File: src/rtl/sram_arb_pkg.sv
// Shared constants for the SRAM arbiter: response owner codes, FSM states
// and the default starvation limit.
package sram_arb_pkg;

  localparam logic OWNER_INST = 1'b0;
  localparam logic OWNER_DATA = 1'b1;

  localparam logic [1:0] IDLE      = 2'd0;
  localparam logic [1:0] INST_RESP = 2'd1;
  localparam logic [1:0] DATA_RESP = 2'd2;

  localparam int unsigned STARVE_MAX_DEFAULT = 4;

  // The response state follows whichever side won the grant this cycle.
  function automatic logic [1:0] resp_state_next(input logic inst_win, input logic data_win);
    if (data_win)      return DATA_RESP;
    else if (inst_win) return INST_RESP;
    else               return IDLE;
  endfunction

endpackage

File: src/rtl/sram_arb_starve_ctr.sv
// Saturating 4-bit counter of data grants taken while fetch waits;
// sat tells the arbiter to hand the next slot to fetch.
module sram_arb_starve_ctr
  import sram_arb_pkg::*;
#(
  parameter int unsigned STARVE_MAX = STARVE_MAX_DEFAULT
) (
  input  logic clk,
  input  logic reset,
  input  logic inc,
  input  logic clr,
  output logic sat
);

  localparam logic [3:0] MAX_V = 4'(STARVE_MAX);

  logic [3:0] cnt;

  // Clear dominates; the counter holds at MAX_V and never wraps.
  always_ff @(posedge clk or posedge reset) begin
    if (reset) begin
      cnt <= 4'd0;
    end else if (clr) begin
      cnt <= 4'd0;
    end else if (inc && cnt != MAX_V) begin
      cnt <= cnt + 4'd1;
    end
  end

  assign sat = (cnt == MAX_V);

endmodule

File: src/rtl/sram_arbiter.sv
// Arbitrates one single-port SRAM between instruction fetch and data access;
// data wins ties unless fetch has been starved for STARVE_MAX data grants.
module sram_arbiter
  import sram_arb_pkg::*;
#(
  parameter int unsigned STARVE_MAX = STARVE_MAX_DEFAULT
) (
  input  logic        clk,
  input  logic        reset,
  input  logic        inst_req,
  input  logic [31:0] inst_addr,
  input  logic        inst_cancel,
  output logic        inst_addr_ok,
  output logic        inst_data_ok,
  output logic [31:0] inst_rdata,
  input  logic        data_req,
  input  logic        data_wr,
  input  logic [3:0]  data_wstrb,
  input  logic [31:0] data_addr,
  input  logic [31:0] data_wdata,
  output logic        data_addr_ok,
  output logic        data_data_ok,
  output logic [31:0] data_rdata,
  output logic        sram_en,
  output logic [3:0]  sram_we,
  output logic [31:0] sram_addr,
  output logic [31:0] sram_wdata,
  input  logic [31:0] sram_rdata,
  output logic [1:0]  dbg_state
);

  // Handshake: a requester holds req (and its address/data) stable until it
  // sees addr_ok in the same cycle; data_ok then arrives exactly one cycle later.

  logic       inst_elig;
  logic       inst_win;
  logic       data_win;
  logic       starve_sat;
  logic [1:0] state;
  logic       resp_valid;
  logic       resp_owner;
  logic       resp_kill;
  logic       resp_wr;

  // Grants are masked while reset is high so every output reads 0 then.
  assign inst_elig = inst_req & ~inst_cancel & ~reset;
  assign data_win  = data_req & ~reset & ~(inst_elig & starve_sat);
  assign inst_win  = inst_elig & (~data_req | starve_sat);

  sram_arb_starve_ctr #(.STARVE_MAX(STARVE_MAX)) u_starve_ctr (
    .clk   (clk),
    .reset (reset),
    .inc   (data_win & inst_req),
    .clr   (inst_win | ~inst_req),
    .sat   (starve_sat)
  );

  always_ff @(posedge clk or posedge reset) begin
    if (reset) begin
      state     <= IDLE;
      resp_kill <= 1'b0;
      resp_wr   <= 1'b0;
    end else begin
      state     <= resp_state_next(inst_win, data_win);
      resp_kill <= inst_cancel & data_win & resp_valid & (resp_owner == OWNER_INST);
      resp_wr   <= data_win & data_wr;
    end
  end

  assign resp_valid = (state != IDLE);
  assign resp_owner = (state == DATA_RESP) ? OWNER_DATA : OWNER_INST;
  assign dbg_state  = state;

  assign inst_addr_ok = inst_win;
  assign data_addr_ok = data_win;
  assign sram_en      = inst_win | data_win;
  assign sram_we      = (data_win & data_wr) ? data_wstrb : 4'd0;
  assign sram_wdata   = data_win ? data_wdata : 32'd0;
  assign sram_addr    = data_win ? data_addr : (inst_win ? inst_addr : 32'd0);

  // A cancel arriving in the response cycle drops the fetch data on the floor.
  assign inst_data_ok = resp_valid & (resp_owner == OWNER_INST) & ~inst_cancel & ~resp_kill;
  assign inst_rdata   = inst_data_ok ? sram_rdata : 32'd0;
  assign data_data_ok = resp_valid & (resp_owner == OWNER_DATA);
  assign data_rdata   = (data_data_ok & ~resp_wr) ? sram_rdata : 32'd0;

endmodule

File: config.mk
export PLATFORM = sky130hd
export DESIGN_NAME = sram_arbiter
export DESIGN_NICKNAME = d
export VERILOG_FILES = /design/src/rtl/sram_arb_pkg.sv /design/src/rtl/sram_arb_starve_ctr.sv /design/src/rtl/sram_arbiter.sv
export SDC_FILE = /design/constraint.sdc
export NUM_CORES = 1
export LEC_CHECK = 0
export ABC_AREA = 1
export CORE_AREA = 2 2 108 110
export CTS_CLUSTER_DIAMETER = 80
export DETAILED_ROUTE_END_ITERATION = 12
export DIE_AREA = 0 0 110 112
export PLACE_DENSITY = 0.72
export SETUP_SLACK_MARGIN = 0.15
export SYNTH_ARGS = -nofsm -noshare
export SYNTH_HDL_FRONTEND = slang
export SYNTH_SLANG_ARGS = --single-unit
File: constraint.sdc
create_clock -name clk -period 1.55 [get_ports clk]
set_input_delay 0.31 -clock clk [delete_from_list [all_inputs] [get_ports clk]]
set_output_delay 0.31 -clock clk [all_outputs]
set_load 0.1 [all_outputs]
Word-level counts from Yosys, hierarchy flattened
Index checks and enable logic that the tools add are counted.
Word-level totals
  output and inout port bits: 139
  word-level logic and storage cells: 49
  register bits: 8
  input bits: 138
Cells by class
  bitwise operators: 27
  reductions and logical operators: 3
  eq/ne operators: 3
  add/subtract/negate cells: 1
  multiplexer cells: 11
Operator list (count)
  32-bit two-way mux: 5
  1-bit AND: 16
  4-bit two-way mux: 3
  1-bit inverter: 8
  4-bit by 1-bit adder with 4-bit output (second input constant): 1
  4-bit by 3-bit equality test with 1-bit output (second input constant): 1
  4-bit by 3-bit inequality test with 1-bit output (second input constant): 1
  2-bit nonzero test: 2
  1-bit bitwise OR: 3
  2-bit equality test (second input constant): 1
  1-bit two-way mux: 2
  2-bit two-way mux: 1
  1-bit logical AND: 1

Depth between registers and ports, before layout
  depth in word-level cells: 10
  mapped depth: 9
  gate-level depth less buffers: 8

Cells and area by module
Synthesis repeated with hierarchy kept, for this count alone.
Second synthesis, totals
  cells, all modules: 348
  area total of the unflattened synthesis: 1621.6 um2
Modules (own cells, without submodules)
  sram_arbiter: seq. area each 100.1 um2, cells an instance 315, area an instance 1365.1 um2, times used 1
  sram_arb_starve_ctr: seq. area each 100.1 um2, cells an instance 33, area an instance 256.5 um2, times used 1

Worst setup path before layout
OpenSTA, ideal clock, no wires.
  path kind: flip-flop to output port
  start: reg state[0], in the netlist dbg_state[0]
  end: out inst_rdata[10]
  slack: -3798 ps
  data required time: 1240 ps
  arrival: 5038 ps
  cell stages (with the launch flop): 6
  path buffers: 1
  path through: dfrtp_1 inv_1 nor3_1 inv_1 buf_2 nor2_1
On the way
  cells in the longest elaborated chain, start to end: 7
Ends and longest elaborated chain
  start: declaration: RTL line sram_arbiter.sv:39  | logic [1:0] state;
  start signal: assignment: RTL line sram_arbiter.sv:64  | state <= resp_state_next(inst_win, data_win);
  2-bit equality test: RTL line sram_arbiter.sv:71  | assign resp_owner = (state == DATA_RESP) ? OWNER_DATA : OWNER_INST;
  1-bit two-way mux: RTL line sram_arbiter.sv:71
  1-bit inverter: RTL line sram_arbiter.sv:82  | assign inst_data_ok = resp_valid & (resp_owner == OWNER_INST) & ~inst_cancel & ~resp_kill;
  1-bit AND * (3 in series): RTL line sram_arbiter.sv:82
  named net inst_data_ok: RTL line sram_arbiter.sv:14  | output logic inst_data_ok,
  32-bit two-way mux *: RTL line sram_arbiter.sv:83  | assign inst_rdata = inst_data_ok ? sram_rdata : 32'd0;
  end: declaration: RTL line sram_arbiter.sv:15  | output logic [31:0] inst_rdata,
Mark *: on every way through the listed nets, which the timed path passes. The rest lies on a longest branch.

Final worst setup path
  start: reg u_starve_ctr.cnt[0]
  end: out sram_addr[4]
On the way
  cells in the longest elaborated chain, start to end: 5
Ends and longest elaborated chain
  start: declaration: RTL line sram_arb_starve_ctr.sv:17  | logic [3:0] cnt;
  start signal: assignment: RTL line sram_arb_starve_ctr.sv:26  | cnt <= cnt + 4'd1;
  4-bit by 3-bit equality test with 1-bit output *: RTL line sram_arb_starve_ctr.sv:30  | assign sat = (cnt == MAX_V);
  1-bit bitwise OR / 1-bit AND (equally long branches): RTL line sram_arbiter.sv:48, sram_arbiter.sv:47
  1-bit AND / 1-bit inverter (equally long branches): RTL line sram_arbiter.sv:48, sram_arbiter.sv:47
  32-bit two-way mux / 1-bit AND (equally long branches): RTL line sram_arbiter.sv:79, sram_arbiter.sv:47
  32-bit two-way mux *: RTL line sram_arbiter.sv:79  | assign sram_addr = data_win ? data_addr : (inst_win ? inst_addr : 32'd0);
  end: declaration: RTL line sram_arbiter.sv:26  | output logic [31:0] sram_addr,
Mark *: on every way between the ends. The rest lies on a longest branch, timed or not.

==> metrics.txt <==
status=finished with violations; violations in the final reports=negative setup slack; number of antenna violations at the first check in global routing=2; Synth top cells by count=107 x sky130_fd_sc_hd__nor2_1, 82 x sky130_fd_sc_hd__inv_1, 77 x sky130_fd_sc_hd__nand2_1; vias in the first global route=4035; Worst Tran Pin Value=0.3137 ns; Core Box Area=0.01117 mm²; Worst Skew=0.001210 ns; library cell with the highest instance count after synthesis=sky130_fd_sc_hd__nor2_1; proportion of layout cells with a drive suffix above 1=65.26%; Cell Pwr Density=391.8 mW/mm²; biggest area contributors in the synthesized netlist=sky130_fd_sc_hd__nor2_1 25%, sky130_fd_sc_hd__inv_1 19%, sky130_fd_sc_hd__nand2_1 18%; top cell type's share of synthesized area=24.71%; crit-path most repeated cell=sky130_fd_sc_hd__buf_12; average cell area after synthesis=4.739 µm²; die height=112 µm; clock tree from TritonCTS=built; final slew viol count=0; Antenna Nets Post-Route=0; GRT overflow=0; worst hold-check slack=0.2480 ns; signed area change from the synthesized netlist to the final layout=461.4%; Setup Total Neg Slack=-57.80 ns; slowest stage delay, CP=0.38 ns; number of vias per cell=4.284; final-layout fill cell count=589; register bit count reported by yosys=8; final RePlAce weighted congestion=0.8123; initial cell density of the core=14.54%; detailed placement HPWL=10.98 mm; Clock transition at path regs=0.04 ns; remaining routing DRC violations=0; insertion delay of the later-clocked pin in the worst-skew pair=0.24 ns; crit path kind=reg2out; data required time of the worst path=1.24 ns; final standard cell utilization of the core=81.65%; TritonCTS Sinks=8; Worst Hold Class=in2async; RSZ-0062 raised after global routing=true; Root Buffer Master=sky130_fd_sc_hd__clkbuf_16; setup slack of the critical path after layout=-0.5721 ns; overall routed net length=14.02 mm; Post-Syn Nets=483; # setup viols final=138; global-route wire length before repair=21.00 mm; number of endpoints with negative hold slack in the final report=0; number of rows created at floorplan=39; fin crit period=2.122 ns; crit-path cells=inv_2 > ha_4 > nand2_4 > nor2_4 > nand3_4 > buf_12 > buf_12 > nand3_4 > nand2_8 > buf_12; final layout net count=826; fmax=0.4712 GHz; total of buffers placed on input and output ports=276; Routed wire per std cell=16.89 µm; initial DRC count=94; number of library cell types mapped by synthesis=19; CP Data Arrival Time=1.81 ns; type of destination of the critical path=primary output; highest fanout seen on the critical path=8; total number of yosys warnings=0; Power, Total=3.574 mW; cell type with the highest aggregate area in the netlist=sky130_fd_sc_hd__nor2_1; Cells after Synth=343; worst-case vdd ir drop=330.1 µV; hold buffer count at cts=0; first drt pass iteration count=4; sequential cell area fraction in the yosys report=12.32%; horizontal die dimension=110 µm; Total Die Area=0.01232 mm²; All-Layer GR Usage=22.09%; post-synthesis instance area=0.001625 mm²; share of the cycle needed by the critical path after routing=136.9%; Critical Path Slowest Stage Cell=sky130_fd_sc_hd__dfrtp_1; total leakage power=3.662 nW; number of H-tree branching levels=1; maximum number of pins on one net before global-route repair=16; vias after detailed routing=3556; tightest slew margin relative to the limit=79.06%; max-cap viol count=0; number of synthesized flops with an enable pin=0; I/O Pins=277; number of buffers on the longest clock path=2; total CTS buffers=3; prevailing post-synth register cell=sky130_fd_sc_hd__dfrtp_1; kind of launch point of the worst setup path=flop; asr flop ratio synth=100.0%
==> stage by stage <==
| stage | cell area (µm²) | instances | setup slack, ns |
|---|---|---|---|
| floorplan | 3725 | 343 | -1.226 |
| global placement | 8335 | 793 | -0.7360 |
| detailed placement | 8335 | 793 | -0.7591 |
| CTS | 8931 | 822 | -0.5674 |
| global route | 9124 | 830 | -0.6428 |
| finish | 9124 | 830 | -0.5721 |
==> layer usage <==
metal / vias up / routed length (µm) / global-route usage [%]
met1: 1699 / 4022 / 20.67
li1: 1682 / - / -
met5: - / 0 / 0
met4: 0 / 225 / 6.160
met3: 17 / 1033 / 5.035
met2: 158 / 8735 / 45.52
==> state kept, by name, summed over array words and instances (netlist names) <==
signal / flops
dbg_state: 2
resp_kill: 1
resp_wr: 1
u_starve_ctr.cnt: 4
==> layout by cell type, fill, tap and decap left out, drive strengths merged, types with 3 or more instances in the layout <==
cell,instances
inv,83
clkdlybuf4s50,134
dfrtp,8
clkbuf,5
dlygate4sd2,3
nand3,38
buf,216
nand2,79
nor2,108
==> path summary, 6_finish.rpt <==
kind | startpoint | cells past startpoint | to | slack (ns)
worst max-delay path | u_starve_ctr.cnt[0]$_DFFE_PP0P_ | 10 | sram_addr[4] | -0.57
worst min-delay path | reset | 2 | dbg_state[0]$_DFF_PP0_ | 0.25
worst max register to register | u_starve_ctr.cnt[0]$_DFFE_PP0P_ | 10 | resp_wr$_DFF_PP0_ | -0.04
worst min register to register | u_starve_ctr.cnt[1]$_DFFE_PP0P_ | 3 | u_starve_ctr.cnt[1]$_DFFE_PP0P_ | 0.69
max in group asynchronous | reset | 2 | dbg_state[1]$_DFF_PP0_ | 1.04
min in group clk | inst_cancel | 4 | resp_kill$_DFF_PP0_ | 0.64
==> what timing repair did <==
item	in CTS	in global routing
setup endpoints to repair	143	145
resized for setup	53	26
pin swaps	17	11
setup buffers	17	4
cloned	8	2
==> cell type report <==
class                   instances  area (µm²)  share of cell area [%]
clock buffers                   4       78.83                  0.8640
repair buffers                355        5294                   58.02
inverters                      83       334.1                   3.662
multi-input cells             233        3000                   32.89
diodes                          2       5.005                 0.05485
well taps                     143       178.9                   1.961
repair inverters                2       25.02                  0.2743
flip-flops and latches          8       207.7                   2.276
==> critical path: cells and delay by family, from the launching register on <==
family | cells | cell delay [ns]
adder cells (fa/ha/maj) | 1 | 0.15
buffers and inverters | 4 | 0.57
flip-flops | 1 | 0.38
AND/OR/NAND/NOR | 5 | 0.47
==> power breakdown <==
part           total [mW]  switching (mW)  internal, mW  leakage [nW]
Sequential          0.222         0.00483         0.218         0.106
Clock               0.455           0.111         0.344        0.0382
Combinational        2.90            1.69          1.21          3.52
Total                3.57            1.81          1.77          3.66
==> kinds of logic after synthesis <==
| group | synth area share (%) |
|---|---|
| AO/OA/AOI/OAI | 0.3076 |
| XOR/XNOR | 0.5390 |
| adder cells (fa/ha/maj) | 1.539 |
| buffers and inverters | 27.64 |
| flip-flops | 12.32 |
| AND/OR/NAND/NOR | 57.66 |
Power figures use the tool's default switching activity.
